===== config.mk =====
export PLATFORM = sky130hd
export DESIGN_NAME = result_matrix_buffer
export DESIGN_NICKNAME = d
export VERILOG_FILES = /design/src/rtl/result_matrix_buffer_pkg.sv /design/src/rtl/result_regfile.sv /design/src/rtl/result_matrix_buffer.sv
export SDC_FILE = /design/constraint.sdc
export NUM_CORES = 1
export LEC_CHECK = 0
export BUFFER_PORTS_ARGS = -buffer_cell sky130_fd_sc_hd__buf_2
export CAP_MARGIN = 20
export CORE_MARGIN = 2
export CORE_UTILIZATION = 45
export DETAILED_ROUTE_END_ITERATION = 10
export HOLD_SLACK_MARGIN = 0.03
export SLEW_MARGIN = 20
export SYNTH_ARGS = -nofsm -noshare
export SYNTH_HDL_FRONTEND = slang
export SYNTH_SLANG_ARGS = --single-unit
export TNS_END_PERCENT = 10

===== constraint.sdc =====
create_clock -name clk -period 15.3 [get_ports clk]
set_input_delay 0 -clock clk [delete_from_list [all_inputs] [get_ports clk]]
set_output_delay 0 -clock clk [all_outputs]
set_load 0.03 [all_outputs]

===== src/rtl/result_matrix_buffer_pkg.sv =====
// Shared types for the result matrix write-back stage.
// State encoding and the element data width.
package result_matrix_buffer_pkg;

  localparam int DATA_W = 32;

  typedef enum logic [2:0] {
    IDLE   = 3'd0,
    CLEAR  = 3'd1,
    ACCEPT = 3'd2,
    DRAIN  = 3'd3,
    DONE   = 3'd4
  } state_t;

endpackage


===== src/rtl/result_regfile.sv =====
// m*m x 32 result storage: two combinational read ports, one synchronous write port.
// Latency: reads 0 cycles, writes visible after the clock edge.
// Backpressure: none; the owner decides when to write.
module result_regfile
  import result_matrix_buffer_pkg::*;
#(
  parameter int m     = 4,
  parameter int m_len = $clog2(m)
) (
  input  logic                 clk,
  input  logic                 we,
  input  logic [2*m_len-1:0]   waddr,
  input  logic [DATA_W-1:0]    wdata,
  input  logic [2*m_len-1:0]   raddr_a,
  output logic [DATA_W-1:0]    rdata_a,
  input  logic [2*m_len-1:0]   raddr_b,
  output logic [DATA_W-1:0]    rdata_b
);

  logic [DATA_W-1:0] mem [m*m];

  always_ff @(posedge clk) begin
    if (we) mem[waddr] <= wdata;
  end

  assign rdata_a = mem[raddr_a];
  assign rdata_b = mem[raddr_b];

endmodule


===== src/rtl/result_matrix_buffer.sv =====
// Holds result matrix Z for row_col_multiplier, acks element updates, then streams Z row-major.
// Latency: z_ack one cycle after an accepted strobe; stream starts the cycle after mul_done.
// Backpressure: stream outputs hold while out_ready=0; held strobes are acked only once.
module result_matrix_buffer
  import result_matrix_buffer_pkg::*;
#(
  parameter int m     = 4,
  parameter int m_len = $clog2(m)
) (
  input  logic               clk,
  input  logic               rst,
  input  logic               start,
  input  logic [DATA_W-1:0]  z_out,
  input  logic [m_len-1:0]   z_i,
  input  logic [m_len-1:0]   z_j,
  input  logic               z_stb,
  output logic               z_ack,
  output logic [DATA_W-1:0]  current_element,
  input  logic               mul_done,
  output logic [DATA_W-1:0]  out_data,
  output logic [m_len-1:0]   out_i,
  output logic [m_len-1:0]   out_j,
  output logic               out_valid,
  input  logic               out_ready,
  output logic               out_last,
  output logic               busy,
  output logic               done
);

  localparam int CNT_W = 2*m_len;
  localparam logic [CNT_W-1:0] LAST_IDX = CNT_W'(m*m-1);
  localparam logic [CNT_W-1:0] CNT_ONE  = CNT_W'(1);

  state_t            state, state_nxt;
  logic [CNT_W-1:0]  clr_cnt, rd_cnt;
  logic              seen;
  logic              wr_acc, xfer, we;
  logic [CNT_W-1:0]  waddr;
  logic [DATA_W-1:0] wdata;

  // seen blocks re-writes from a strobe held high past its ack
  assign wr_acc = (state == ACCEPT) && z_stb && !z_ack && !seen;
  assign xfer   = out_valid && out_ready;

  assign we    = !rst && ((state == CLEAR) || wr_acc);
  assign waddr = (state == CLEAR) ? clr_cnt : {z_i, z_j};
  assign wdata = (state == CLEAR) ? '0 : z_out;

  assign out_i = rd_cnt[CNT_W-1:m_len];
  assign out_j = rd_cnt[m_len-1:0];

  result_regfile #(.m(m), .m_len(m_len)) u_regfile (
    .clk     (clk),
    .we      (we),
    .waddr   (waddr),
    .wdata   (wdata),
    .raddr_a ({z_i, z_j}),
    .rdata_a (current_element),
    .raddr_b (rd_cnt),
    .rdata_b (out_data)
  );

  always_comb begin
    state_nxt = state;
    out_valid = (state == DRAIN);
    out_last  = (state == DRAIN) && (rd_cnt == LAST_IDX);
    busy      = (state != IDLE);
    done      = (state == DONE);
    case (state)
      IDLE:    if (start) state_nxt = CLEAR;
      CLEAR:   if (clr_cnt == LAST_IDX) state_nxt = ACCEPT;
      ACCEPT:  if (mul_done) state_nxt = DRAIN;
      DRAIN:   if (xfer && out_last) state_nxt = DONE;
      DONE:    state_nxt = IDLE;
      default: state_nxt = IDLE;
    endcase
  end

  always_ff @(posedge clk) begin
    if (rst) begin
      state   <= IDLE;
      clr_cnt <= '0;
      rd_cnt  <= '0;
      seen    <= 1'b0;
      z_ack   <= 1'b0;
    end else begin
      state <= state_nxt;
      z_ack <= wr_acc;
      if (!z_stb)      seen <= 1'b0;
      else if (wr_acc) seen <= 1'b1;
      // both counters wrap to 0 naturally after the last entry
      if (state == CLEAR) clr_cnt <= clr_cnt + CNT_ONE;
      else                clr_cnt <= '0;
      if (xfer) rd_cnt <= rd_cnt + CNT_ONE;
    end
  end

endmodule

After elaboration in Yosys (flattened, before gate mapping) --
Memories as Yosys holds them, arrays and structs flattened. A register that Yosys moved wholly into a read port is not among the register bits. Cells that the tools add are included.
Word-level totals: bits in registers 13, word-level logic and storage cells 47, input bits 42, memories 1, RAM bits 512, output and inout bits 73
Operators by class: reduce and logical (&&, ||, !) cells 16, mux-type cells 11, equal/unequal tests 10, bitwise operators 2, add/sub/neg operators 2
Memory list:
- u_regfile.mem | words 16, width 32, read ports 2, clocked after Yosys merged registers in 1, wr ports 1, line result_regfile.sv:20 | logic [DATA_W-1:0] mem [m*m];
Operators by type and width (count):
- $mux W32 | 1
- $mux W3 | 4
- $mux W4 | 3
- $pmux W3 S4 | 1
- $add A4 B1 Y4 const B | 2
- $eq A4 B4 Y1 const B | 2
- $logic_and A1 B1 Y1 | 7
- $eq A3 B2 Y1 const B | 2
- $ne A2 B1 Y1 const B | 2
- $ne A2 B2 Y1 const B | 2
- $reduce_and A4 Y1 | 1
- $reduce_or A2 Y1 | 2
- $eq A3 B1 Y1 const B | 1
- $eq A3 B3 Y1 const B | 1
- $logic_not A1 Y1 | 3
- $logic_not A3 Y1 | 1
- $reduce_bool A3 Y1 | 1
- $mux W1 | 2
- $not A1 Y1 | 2
- $logic_or A1 B1 Y1 | 1

Logic depth before layout (Yosys ltp) --
depth after elaboration 8, mapped depth 7, gate-level depth less buffers 4

Hierarchy --
Synthesis repeated with hierarchy kept, for this count alone.
Second synthesis, totals: cell total of the unflattened synthesis 1187, area total of the unflattened synthesis 23811.6 µm²
By module, submodules not included:
- result_regfile | cells an instance 1077, sequential area each 15374.7 µm², times used 1, area each 22907.0 µm²
- result_matrix_buffer | cells an instance 110, sequential area each 260.2 µm², times used 1, area each 904.6 µm²

Least setup slack after synthesis --
No wires, ideal clock.
kind reg2reg, from register state[2], to memory u_regfile.mem[4][0] (enable), library setup time 0.501 ns, slack 10.495 ns, path buffers 1, required time 14.799 ns, arrival 4.304 ns, clock period less this slack 4.805 ns, stages on the path, launching flop included 5, cells stage by stage dfxtp_1 buf_6 nor3b_4 mux2_2 nor4_1
On the way: word-level cells in the longest chain between the ends 8, elaborated cells on any way between the ends 10, those cells by class 2 x eq/ne; 3 x mux; 5 x reduce/logical
RTL lines:
- start: declaration | line result_matrix_buffer.sv:34 | state_t state, state_nxt;
- start signal: assignment | line result_matrix_buffer.sv:87 | state <= state_nxt;
- $eq A3 B2 Y1 | line result_matrix_buffer.sv:42 | assign wr_acc = (state == ACCEPT) && z_stb && !z_ack && !seen;
- $logic_and A1 B1 Y1 (3 in a row) | line result_matrix_buffer.sv:42
- $logic_or A1 B1 Y1 | line result_matrix_buffer.sv:45 | assign we = !rst && ((state == CLEAR) || wr_acc);
- $logic_and A1 B1 Y1 | line result_matrix_buffer.sv:45
- $mux W1 | line result_regfile.sv:23 | if (we) mem[waddr] <= wdata;
- $mux W1 (implied by the code) | line result_regfile.sv:23
- end: declaration | line result_regfile.sv:20
Several ways; a longest one is shown, not always the timed one.

Worst setup path after layout --
from register state[0], to memory u_regfile.mem[0][31] (enable)
Same word-level chain as after synthesis.

==> results.toml <==
[placed_design]
place_congestion = 0.757
hpwl_um = 36800
io_buffer_count = 114

[clock_network]
cts.repair.resized = 0
post_cts_buffers = 0
htreeDepth = 2
clk_latency_ns = 0.61
cts.path.max_buffers = 3
root_buffer = "clkbuf_16"
cts_hold_buf = 25
clkSlewWorstSetupHoldPaths_ns = 0.06
cts-buffers-inserted = 55
cts_tree = "built"
clkSinkCount = 529

[route]
finalWirelength_um = 64300
drc = 0
vias = 13517
ant_nets = 0
avgViaCountPerCell = 6.34
drt-pass1-iter-count = 5
routedWlPerCell_um = 30.2
drtIter0Drc = 1422

[final_layout]
seqCellArea_um2 = 15700
drive_gt1_frac = 0.357
final_cell_mix = "512 x edfxtp_1, 226 x mux4_2, 112 x buf_2, 111 x a22oi_1, 67 x mux2i_1"
final_common_cell = "edfxtp_1"
num_antenna_cells = 0
post-route-util = 0.524
n_fill_cell = 4189
nets = 1444
multi_input_area_um2 = 8100
syn_to_final_growth_pct = 14.5

[synth]
synth_cell_types = 41
yosysTopAreaCell = "edfxtp_1"
ys_ff_latch = 529
netlist_instances = 1248
synth_top_cell_area_share = 0.636
synthTopCellsByArea = "edfxtp_1 64%, mux4_2 21%, a22oi_1 3.4%, mux2i_1 2.8%, dfxtp_1 1.4%"
synthesis.nets = 1292
synth_edf_count = 512
synth_area_um2 = 24200
ys.flop_type = "edfxtp_1"
synthArstFlopShare = 0
yosysWarnings = 0
seq_area_frac_synth = 0.650
syn_area_per_cell_um2 = 19.4

[sta]
report.final.hold_viol_count = 0
slew_headroom = 0.199
rsz0062_at_grt = "no"
fin_skew_ns = 0.0227
timing.final.crit_share = 0.247
fmax_mhz = 264
setup_tns_ns = 0
tightest_slew_ns = 1.20
final-max-slew-violation-count = 0
post-route-min-period_ns = 3.79
finalSetupViolCount = 0

[global_route]
grt_busiest_layer = "met2"
overflow = 0
grt_pass1_wl_um = 94000
grt_antenna_before_repair = 0
met3_usage = 0.0494
grt_max_degree = 94
use_met1 = 0.316
grt.total_usage = 0.231
use_met2 = 0.382
grt_pass1_vias = 14004

[critical_path]
r2r_cells = 5
setup.worst_path.end_class = "flop"
crit_path_start_kind = "flop"
cp_max_fo = 32
path_class = "reg2reg"
crit_required_ns = 15.52
cp.arrival_ns = 4.01

[floorplan]
coreArea_um2 = 52900
ios = 115
start_util = 0.457
dieHeight_um = 236
dieArea_um2 = 55600
rows = 84
die_w_um = 236

[power]
p_leak_nw = 8.95
power_per_cell_area_nw_per_um2 = 111
worst_ir_drop_vdd_v = 0.0000796

[run]
cap_viol_max_count = 0

[hold_path]
hold_path_depth = 2
min_path_type = "in2reg"

[outcome]
outcome = "finished clean"
-- metal layers --
metal  vias up  share of wire
li1       5677              -
met1      7144           0.40
met2       596           0.50
met3       100          0.080
met4         0          0.021
met5         -              0
-- flip-flops by register name, indices dropped and copies added (netlist names), named ones only --
| register | cells |
|---|---|
| rd_cnt | 4 |
| state | 3 |
| u_regfile.mem | 512 |
| clr_cnt | 4 |
| z_ack | 1 |
| seen | 1 |
-- worst max-delay path, cell delays in order, from the launching register on --
cell and delay [ns]:
dfxtp_1 0.51, nor3b_4 0.93, buf_4 0.58, mux2_2 0.50, nor4_2 0.28, buf_4 0.60
-- area by class of cell --
type	instances	area share
tap	688	0.0311
multi-input combinational	615	0.293
timing repair buffer	196	0.0463
clock inverter	36	0.00831
clock buffer	65	0.0537
sequential	529	0.568
inverter	3	0.000407
-- final timing paths --
check | from | slack [ns] | endpoint
setup / recovery | state[0] | 11.51 | u_regfile.mem[0][31]
hold / removal | z_out[12] | 0.06 | u_regfile.mem[15][12]
setup reg to reg | state[0] | 11.51 | u_regfile.mem[0][31]
hold reg to reg | seen | 0.46 | z_ack
-- cells in the mapped netlist, types with 8 or more instances --
| cell type | count |
|---|---|
| edfxtp_1 | 512 |
| mux4_2 | 226 |
| a22oi_1 | 111 |
| mux2i_1 | 67 |
| nand2_1 | 49 |
| nor2b_1 | 43 |
| clkbuf_1 | 40 |
| buf_2 | 38 |
| a22o_1 | 30 |
| dfxtp_1 | 17 |
| nor4_1 | 17 |
| o31ai_1 | 15 |
| buf_4 | 13 |
| nor2_1 | 11 |
| buf_6 | 8 |
-- stage by stage --
step | total power, mW | instances | cell area [um2] | hold slack [ns] | worst slack, ns
4_1_cts | 3.10 | 2123 | 27600 | 0.0302 | 11.40
6_report | 3.08 | 2132 | 27700 | 0.0606 | 11.51
3_5_place_dp | 1.83 | 1997 | 25600 | 0.274 | 11.57
2_1_floorplan | 1.77 | 1248 | 24200 | 0.158 | 10.49
5_1_grt | 3.17 | 2132 | 27700 | 0.0694 | 11.28
3_3_place_gp | 1.83 | 1997 | 25600 | 0.278 | 11.62
-- logic make-up after synthesis --
logic type,synth area share
mux,0.240
xor+xnor,0.00109
simple gates,0.0324
compound gates,0.0533
fa+ha+maj,0.00103
buf+inv,0.0226
flops,0.650
-- power by group --
part           switching [mW]  internal [mW]  leakage (nW)
combinational           0.126         0.0697          3.31
clock                   0.547          0.723         0.844
sequential            0.00497           1.61          4.80
No activity file was read; power rests on OpenSTA's default activity.
